`config.mk`:
```
export PLATFORM = sky130hd
export DESIGN_NAME = tcp_vlg_tx_stream_mon
export DESIGN_NICKNAME = d
export VERILOG_FILES = /design/src/rtl/eth_vlg_pkg.sv /design/src/rtl/tcp_vlg_tx_stream_mon_ch.sv /design/src/rtl/tcp_vlg_tx_stream_mon.sv
export SDC_FILE = /design/constraint.sdc
export NUM_CORES = 1
export LEC_CHECK = 0
export ABC_AREA = 1
export CORE_MARGIN = 5
export CORE_UTILIZATION = 40
export CTS_BUF_LIST = sky130_fd_sc_hd__clkbuf_4
export DETAILED_ROUTE_END_ITERATION = 8
export REMOVE_ABC_BUFFERS = 1
export SLEW_MARGIN = 20
export SYNTH_ARGS = -nofsm -noshare
export SYNTH_HDL_FRONTEND = slang
export SYNTH_SLANG_ARGS = --single-unit
```
`constraint.sdc`:
```
create_clock -name clk -period 2.4 [get_ports clk]
set_input_delay 0.72 -clock clk [delete_from_list [all_inputs] [get_ports clk]]
set_output_delay 0.72 -clock clk [all_outputs]
set_load 0.02 [all_outputs]
```
`src/rtl/eth_vlg_pkg.sv`:
```
// Shared types for the TCP tx stream monitor: framing states and error bits.
package eth_vlg_pkg;

  typedef enum logic {
    IDLE = 1'b0,
    PKT  = 1'b1
  } mon_state_t;

  localparam int ERR_CTS = 0;
  localparam int ERR_SOF = 1;
  localparam int ERR_LEN = 2;
  localparam int ERR_W   = 3;

  // Field order matches the ERR_* bit indices (first field is the MSB).
  typedef struct packed {
    logic len;
    logic sof;
    logic cts;
  } mon_err_t;

endpackage

```
`src/rtl/tcp_vlg_tx_stream_mon_ch.sv`:
```
// Per-channel monitor: cts grace window, sof/eof framing FSM, packet
// length check, sticky flags, error pulse and saturating violation count.
module tcp_vlg_tx_stream_mon_ch
  import eth_vlg_pkg::*;
#(
  parameter int CTS_LAT = 0,
  parameter int MAX_LEN = 1460,
  parameter int LEN_W   = 16,
  parameter int CNT_W   = 16
) (
  input  logic             clk,
  input  logic             rst,
  input  logic             i_val,
  input  logic             i_sof,
  input  logic             i_eof,
  input  logic             i_cts,
  input  logic             i_clr,
  output logic             o_err_cts,
  output logic             o_err_sof,
  output logic             o_err_len,
  output logic             o_err_pulse,
  output logic [CNT_W-1:0] o_err_cnt
);

  // Cycles-since-fall only needs to count one past the grace latency.
  localparam int               SF_W    = $clog2(CTS_LAT + 2);
  localparam logic [SF_W-1:0]  SF_SAT  = SF_W'(CTS_LAT + 1);
  localparam logic [LEN_W-1:0] LEN_SAT = '1;
  localparam logic [CNT_W-1:0] CNT_SAT = '1;

  logic             r_cts_q;
  logic [SF_W-1:0]  r_sf;
  mon_state_t       r_state;
  logic [LEN_W-1:0] r_len;
  mon_err_t         r_err;
  logic             r_pulse;
  logic [CNT_W-1:0] r_cnt;

  logic             w_fall;
  logic [SF_W-1:0]  w_sf;
  logic             w_cts_viol;
  mon_state_t       w_state;
  logic [LEN_W-1:0] w_len;
  logic [LEN_W-1:0] w_len_inc;
  logic [LEN_W-1:0] w_beat_len;
  logic             w_sof_viol;
  logic             w_len_viol;
  mon_err_t         w_viol;
  logic             w_any;
  logic [ERR_W-1:0] w_err_bits;

  // Grace window: restart on the cts fall, count while cts stays low, hold while high.
  always_comb begin
    // NOTE: every signal gets a default before any branch, so no latch is inferred.
    w_fall = ~i_cts & r_cts_q;
    w_sf   = r_sf;
    if (!i_cts) begin
      if (w_fall)
        w_sf = '0;
      else if (r_sf != SF_SAT)
        w_sf = r_sf + SF_W'(1);
    end
    w_cts_viol = i_val & ~i_cts & (int'(w_sf) > CTS_LAT);
  end

  // Framing next-state: a sof beat always (re)starts a packet, even when it is illegal.
  always_comb begin
    w_state    = r_state;
    w_len      = r_len;
    w_beat_len = '0;
    w_sof_viol = 1'b0;
    w_len_inc  = (r_len == LEN_SAT) ? r_len : r_len + LEN_W'(1);
    if (i_val) begin
      case (r_state)
        IDLE: begin
          if (i_sof) begin
            w_beat_len = LEN_W'(1);
            w_len      = i_eof ? '0 : LEN_W'(1);
            w_state    = i_eof ? IDLE : PKT;
          end else begin
            w_sof_viol = 1'b1;
          end
        end
        PKT: begin
          if (i_sof) begin
            w_sof_viol = 1'b1;
            w_beat_len = LEN_W'(1);
            w_len      = i_eof ? '0 : LEN_W'(1);
          end else begin
            w_beat_len = w_len_inc;
            w_len      = i_eof ? '0 : w_len_inc;
          end
          w_state = i_eof ? IDLE : PKT;
        end
        default: w_state = IDLE;
      endcase
    end
    // Non-beats leave w_beat_len at 0, which never equals MAX_LEN+1.
    w_len_viol = (int'(w_beat_len) == MAX_LEN + 1);
  end

  assign w_viol = '{len: w_len_viol, sof: w_sof_viol, cts: w_cts_viol};
  assign w_any  = |w_viol;

  // Window and framing state; reset aborts any packet in flight.
  always_ff @(posedge clk) begin
    // NOTE: sequential state uses non-blocking assignments so all registers update together.
    if (rst) begin
      r_cts_q <= 1'b0;
      r_sf    <= SF_SAT;
      r_state <= IDLE;
      r_len   <= '0;
    end else begin
      r_cts_q <= i_cts;
      r_sf    <= w_sf;
      r_state <= w_state;
      r_len   <= w_len;
    end
  end

  // Error reporting; a violation in the same cycle as clr survives the clear.
  always_ff @(posedge clk) begin
    if (rst) begin
      r_err   <= '0;
      r_pulse <= 1'b0;
      r_cnt   <= '0;
    end else begin
      r_pulse <= w_any;
      if (i_clr) begin
        r_err <= w_viol;
        r_cnt <= w_any ? CNT_W'(1) : '0;
      end else begin
        r_err <= mon_err_t'(r_err | w_viol);
        if (w_any && (r_cnt != CNT_SAT))
          r_cnt <= r_cnt + CNT_W'(1);
      end
    end
  end

  assign w_err_bits  = r_err;
  assign o_err_cts   = w_err_bits[ERR_CTS];
  assign o_err_sof   = w_err_bits[ERR_SOF];
  assign o_err_len   = w_err_bits[ERR_LEN];
  assign o_err_pulse = r_pulse;
  assign o_err_cnt   = r_cnt;

endmodule

```
`src/rtl/tcp_vlg_tx_stream_mon.sv`:
```
// N_CH-channel run-time monitor for the user-logic to TCP tx handshake.
// Each channel is independent; the top only replicates and slices.
module tcp_vlg_tx_stream_mon
  import eth_vlg_pkg::*;
#(
  parameter int N_CH    = 1,
  parameter int CTS_LAT = 0,
  parameter int MAX_LEN = 1460,
  parameter int LEN_W   = 16,
  parameter int CNT_W   = 16
) (
  input  logic                  clk,
  input  logic                  rst,
  input  logic [N_CH-1:0]       i_val,
  input  logic [N_CH-1:0]       i_sof,
  input  logic [N_CH-1:0]       i_eof,
  input  logic [N_CH-1:0]       i_cts,
  input  logic                  i_clr,
  output logic [N_CH-1:0]       o_err_cts,
  output logic [N_CH-1:0]       o_err_sof,
  output logic [N_CH-1:0]       o_err_len,
  output logic [N_CH-1:0]       o_err_pulse,
  output logic [N_CH*CNT_W-1:0] o_err_cnt
);

  // One monitor per channel; channel i owns count slice [i*CNT_W +: CNT_W].
  for (genvar i = 0; i < N_CH; i++) begin : g_ch
    tcp_vlg_tx_stream_mon_ch #(
      .CTS_LAT (CTS_LAT),
      .MAX_LEN (MAX_LEN),
      .LEN_W   (LEN_W),
      .CNT_W   (CNT_W)
    ) u_ch (
      .clk         (clk),
      .rst         (rst),
      .i_val       (i_val[i]),
      .i_sof       (i_sof[i]),
      .i_eof       (i_eof[i]),
      .i_cts       (i_cts[i]),
      .i_clr       (i_clr),
      .o_err_cts   (o_err_cts[i]),
      .o_err_sof   (o_err_sof[i]),
      .o_err_len   (o_err_len[i]),
      .o_err_pulse (o_err_pulse[i]),
      .o_err_cnt   (o_err_cnt[i*CNT_W +: CNT_W])
    );
  end

endmodule

```
; ---- Word level (Yosys, flattened, before mapping)
; Index checks and enable logic that the tools add are counted.
[totals]
output_inout_bits = 20
input_bits = 7
register_bits = 39
elab_cells = 51
[classes]
bitwise_logic = 6
add_sub_neg = 3
n_reduce_logical = 4
mux = 24
n_lt_le_gt_ge = 1
n_eq_ne = 4
[op_table]
columns = operator, n
row1 = two-way mux 16 bit, 8
row2 = case mux 16 bit (2 select lines), 2
row3 = adder 16 x 1 -> 16 bit (second input constant), 2
row4 = == test 16 x 12 -> 1 bit (second input constant), 1
row5 = == test 16 bit (second input constant), 1
row6 = != test 16 bit (second input constant), 1
row7 = two-way mux 1 bit, 11
row8 = case mux 1 bit (2 select lines), 2
row9 = bitwise AND 1 bit, 3
row10 = two-way mux 3 bit, 1
row11 = OR 3 bit, 1
row12 = OR reduction 3 bit, 1
row13 = != test 2 bit (second input constant), 1
row14 = NOT 1 bit, 2
row15 = AND reduction 2 bit, 1
row16 = nonzero test 2 bit, 1
row17 = adder 1 bit (second input constant), 1
row18 = greater-than comparator 1 bit (second input constant), 1
row19 = logical AND 1 bit, 1

; ---- Depth between registers and ports, before layout
[depth]
depth_word = 10
depth_mapped = 17

; ---- Least setup slack after synthesis
; Ideal clock, no wire load.
[synth_timing]
path_type = register to register
startpoint = register g_ch[0].u_ch.r_cnt[0]
endpoint = register g_ch[0].u_ch.r_cnt[12]
t_arrival_ps = 2105
path_stages_with_launch = 13
path_slack_ps = 180
path_buffers = 1
setup_ps = 115
cell_sequence = dfxtp_1 -> ha_1 -> nand2_1 -> nor3_2 -> nand3_1 -> nor3_2 -> nand2_1 -> nor2_1 -> nand3_1 -> a21boi_4 -> buf_6 -> a21oi_1 -> nor2_1
[synth_via]
elab_chain_len = 3
[synth_lines]
columns = item, line_no
row1 = "start, declared", tcp_vlg_tx_stream_mon_ch.sv:37  ; logic [CNT_W-1:0] r_cnt;
row2 = "start signal, assigned", tcp_vlg_tx_stream_mon_ch.sv:131  ; r_cnt <= w_any ? CNT_W'(1) : '0;
row3 = "start signal, assigned", tcp_vlg_tx_stream_mon_ch.sv:135  ; r_cnt <= r_cnt + CNT_W'(1);
row4 = adder 16 x 1 -> 16 bit / != test 16 bit (equally long branches), "tcp_vlg_tx_stream_mon_ch.sv:135, tcp_vlg_tx_stream_mon_ch.sv:134"
row5 = two-way mux 16 bit / logical AND 1 bit (equally long branches), tcp_vlg_tx_stream_mon_ch.sv:134  ; if (w_any && (r_cnt != CNT_SAT))
row6 = two-way mux 16 bit / nonzero test 2 bit (equally long branches), -
; Parallel ways exist; a longest one is shown, timed or not. The select of a mux whose other input is x is not followed.
; A chain may end at the register's enable or synchronous reset.

; ---- Worst setup path after layout
[layout_timing]
startpoint = register g_ch[0].u_ch.r_len[8]
endpoint = register g_ch[0].u_ch.r_cnt[12]
[layout_via]
elab_chain_len = 9
[layout_lines]
columns = item, line_no
row1 = "start, declared", tcp_vlg_tx_stream_mon_ch.sv:34  ; logic [LEN_W-1:0] r_len;
row2 = "start signal, assigned", tcp_vlg_tx_stream_mon_ch.sv:117  ; r_len <= w_len;
row3 = adder 16 x 1 -> 16 bit / == test 16 bit (equally long branches), tcp_vlg_tx_stream_mon_ch.sv:72  ; w_len_inc = (r_len == LEN_SAT) ? r_len : r_len + LEN_W'(1);
row4 = two-way mux 16 bit *, tcp_vlg_tx_stream_mon_ch.sv:72
row5 = two-way mux 16 bit *, tcp_vlg_tx_stream_mon_ch.sv:85  ; if (i_sof) begin
row6 = case mux 16 bit (2 select lines) *, tcp_vlg_tx_stream_mon_ch.sv:74  ; case (r_state)
row7 = two-way mux 16 bit *, tcp_vlg_tx_stream_mon_ch.sv:73  ; if (i_val) begin
row8 = == test 16 x 12 -> 1 bit *, tcp_vlg_tx_stream_mon_ch.sv:99  ; w_len_viol = (int'(w_beat_len) == MAX_LEN + 1);
row9 = OR reduction 3 bit *, tcp_vlg_tx_stream_mon_ch.sv:103  ; assign w_any = |w_viol;
row10 = logical AND 1 bit *, tcp_vlg_tx_stream_mon_ch.sv:134
row11 = nonzero test 2 bit (no source line) *, -
; Mark *: on every way between the ends. The rest lies on a longest branch, timed or not.

==> parameters.txt <==
Parameter                              Value

Status
  Result of the run    finished, final reports clean

CTS
  Num CTS Buffers    5
  Clock root cell    sky130_fd_sc_hd__clkbuf_4
  Post-cts hold buffer count    0
  CTS tree    built
  Clock network latency to the later pin of the worst-skew pair    0.37 ns
  Clock H-tree levels    2
  Clk slew on worst S/H paths    0.14 ns
  Clock tree sinks    38
  Maximum clock path buffer count    2

Floorplanning
  Number of cell rows    27
  Core Footprint    0.00557 mm2
  Die area    0.00743 mm2
  Top Ports    27
  Starting density of the core    41.7%
  Width of the die    86.2 um
  Height of the die    86.2 um

Critical path
  R2R depth    16
  Endpoint type of the worst setup path    flop
  Required time of the critical path    2.65 ns
  Arrival time reported for the critical path endpoint    2.51 ns
  CP Max Fanout    13
  Type of element launching the critical path    flop
  Register-to-Register Setup Slack    0.15 ns
  Crit Path Class    reg2reg

Synthesis
  Post-synthesis instance area    0.00232 mm2
  Post-Synth Simple-Gate Area    40.1%
  Warnings from Yosys    0
  Multiplexer fraction of the synthesized cell area    0%
  Average cell area after synthesis    6.45 um2
  Adder-Cell Fraction of Synth Area    1.62%
  Number of synthesized register bits    38
  Synthesized instance count    360
  Area share of xor/xnor cells in the synthesized design    5.65%
  Main combinational cell family by area after synthesis    simple AND/OR/NAND/NOR gates
  Distinct cell type count of the synthesized netlist    33
  Sequential area share after synthesis    32.7%
  Synthesized-area fraction occupied by ao, oa, aoi and oai cells    11.2%

Min path
  Worst hold path cell count    2
  Class of the most critical hold timing path    reg2reg

Drt
  Iteration-0 DRC count of the detailed router    173
  Number of vias per cell after detailed routing    4.88
  Antenna-violating nets left    0
  Total Routed Length    5.94 mm
  Routed via count    2,349
  Detailed-router iteration count before antenna repair    4
  DRC violations left    0
  Average routed wire per standard cell    12.3 um

Timing
  Final setup violation count    0
  Post-Route Skew    0.0271 ns
  Total Negative Setup Slacks    0 ns
  Clock period minus worst slack    2.25 ns
  Worst slew margin relative to its limit    71.2%
  FMAX    444 MHz
  Worst Max-Slew Pin Slew    0.431 ns
  Final period util    93.8%
  Final Hold Fails    0
  Count of pins over their slew limit    0

Finish
  Layout cell share with drive strength beyond 1    16.4%
  Area added between synthesis and finish    26.6%
  Filler-free cell count of the finished design    481
  Post-route cell area    0.00294 mm2
  Fillers    564
  ANT cells    0
  Post-layout nets    418

Global route
  Total GRT Usage    16.9%
  Grt ovf    0
  Global-route wire length before repair    10.1 mm
  Vias in the first global route    2,238
  Largest net degree at the start of global routing    24
  Initial antenna violation count    0

Place
  Cells after DPL    470
  Area of placed instances    0.00281 mm2
  HPWL after detailed placement    4.46 mm
  Weighted congestion at the end of routability-driven global placement    0.868
  Number of port buffers    26

Pwr
  Static leakage    1.22 nW
  Areal power density over the cells    387 mW/mm2
  Max IR drop VDD    0.301 mV

Job
  Max-cap check violation count    0
repair_timing:
item | 4_1_cts | 5_1_grt
pin swaps | 0 | 6
gates resized for setup | 2 | 17
cloned | 0 | 0
setup endpoints to repair | 3 | 16
setup buffers | 0 | 3
cells by family after synthesis:
kind of cell / count (synthesis)
simple gates: 208
flops: 38
buf+inv: 50
compound gates: 46
fa+ha+maj: 3
xor+xnor: 15
per-layer routing:
| metal | GRT usage, % | wire, um |
|---|---|---|
| met1 | 22.7 | 2970 |
| met3 | 2.95 | 235 |
| met4 | 5.10 | 78 |
| met2 | 27.6 | 2650 |
| met5 | 0 | 0 |
final timing paths:
| path | to | startpoint |
|---|---|---|
| hold / removal | g_ch[0].u_ch.o_err_sof | g_ch[0].u_ch.o_err_sof |
| hold reg to reg | g_ch[0].u_ch.o_err_sof | g_ch[0].u_ch.o_err_sof |
| setup / recovery | g_ch[0].u_ch.o_err_cnt[12] | g_ch[0].u_ch.r_len[8] |
| setup reg to reg | g_ch[0].u_ch.o_err_cnt[12] | g_ch[0].u_ch.r_len[8] |
state kept, by name, indices dropped and copies added, names as in the netlist:
signal	flops
g_ch.u_ch.o_err_cnt	16
g_ch.u_ch.r_len	16
g_ch.u_ch.o_err_cts	1
g_ch.u_ch.o_err_len	1
g_ch.u_ch.o_err_pulse	1
g_ch.u_ch.o_err_sof	1
g_ch.u_ch.r_cts_q	1
g_ch.u_ch.r_state	1
critical path, stage by stage, from the launching register on:
cell                       delay [ns]
sky130_fd_sc_hd__dfxtp_1         0.45
sky130_fd_sc_hd__nand2_2         0.10
sky130_fd_sc_hd__nor2_4          0.16
sky130_fd_sc_hd__nand2_2         0.10
sky130_fd_sc_hd__nor2_8          0.15
sky130_fd_sc_hd__inv_4           0.08
sky130_fd_sc_hd__nand2_4         0.07
sky130_fd_sc_hd__nand2_1         0.05
sky130_fd_sc_hd__nor2_1          0.09
sky130_fd_sc_hd__nand2_1         0.07
sky130_fd_sc_hd__nor2_2          0.18
sky130_fd_sc_hd__nand3_4         0.13
sky130_fd_sc_hd__a21boi_4        0.18
sky130_fd_sc_hd__buf_12          0.15
sky130_fd_sc_hd__nand3_1         0.07
sky130_fd_sc_hd__nand2_1         0.06
sky130_fd_sc_hd__nor2_1          0.03
cell type report:
type | count | area (um2) | share of cell area (%)
multi-input cells | 272 | 1410 | 47.9
flip-flops and latches | 38 | 769 | 26.2
well taps | 72 | 90.1 | 3.06
repair buffers | 49 | 458 | 15.6
inverters | 42 | 160 | 5.44
clock buffers | 5 | 37.5 | 1.28
clock inverters | 3 | 16.3 | 0.553
power by group:
group	switching, mW	total, mW	internal [mW]
Sequential	0.00643	0.647	0.640
Clock	0.239	0.348	0.109
Combinational	0.0789	0.143	0.0641
metrics by stage:
stage	worst slack, ns	utilization, %	hold WS (ns)	power (mW)
6_report	0.150	52.8	0.483	1.14
4_1_cts	0.0418	51.4	0.487	1.15
5_1_grt	-0.0449	52.8	0.537	1.20
3_5_place_dp	-0.279	50.3	0.460	0.801
3_3_place_gp	-0.221	50.3	0.454	0.800
2_1_floorplan	0.246	-	0.473	0.724
cell usage in the layout, fill, tap and decap left out, types with 5 or more instances in the layout:
cell and n:
sky130_fd_sc_hd__a21oi_1 30, sky130_fd_sc_hd__buf_4 21, sky130_fd_sc_hd__clkbuf_4 5, sky130_fd_sc_hd__clkdlybuf4s50_1 26, sky130_fd_sc_hd__dfxtp_1 31, sky130_fd_sc_hd__dfxtp_2 7
sky130_fd_sc_hd__inv_1 40, sky130_fd_sc_hd__nand2_1 111, sky130_fd_sc_hd__nand3_1 25, sky130_fd_sc_hd__nor2_1 39, sky130_fd_sc_hd__nor2_2 6, sky130_fd_sc_hd__o21ai_0 9
sky130_fd_sc_hd__xor2_1 13
Yosys cell counts, drive strengths merged:
cell type,n,share of area (%)
or2,2,0.54
xor2,13,4.9
nand2,119,21
a21boi,1,0.81
nand4,4,1.1
nand3,28,6.2
o21ai,10,2.2
clkbuf,5,0.81
nand3b,1,0.32
a21oi,31,6.8
dfxtp,38,33
nor3,4,1.3
xnor2,2,0.75
o211ai,1,0.32
nor2,49,9.8
buf,3,1.0
nor4,1,0.27
ha,3,1.6
a211oi,1,0.32
inv,42,6.9
a2bb2oi,2,0.75
Note: power is estimated with default switching activity, not from simulation.
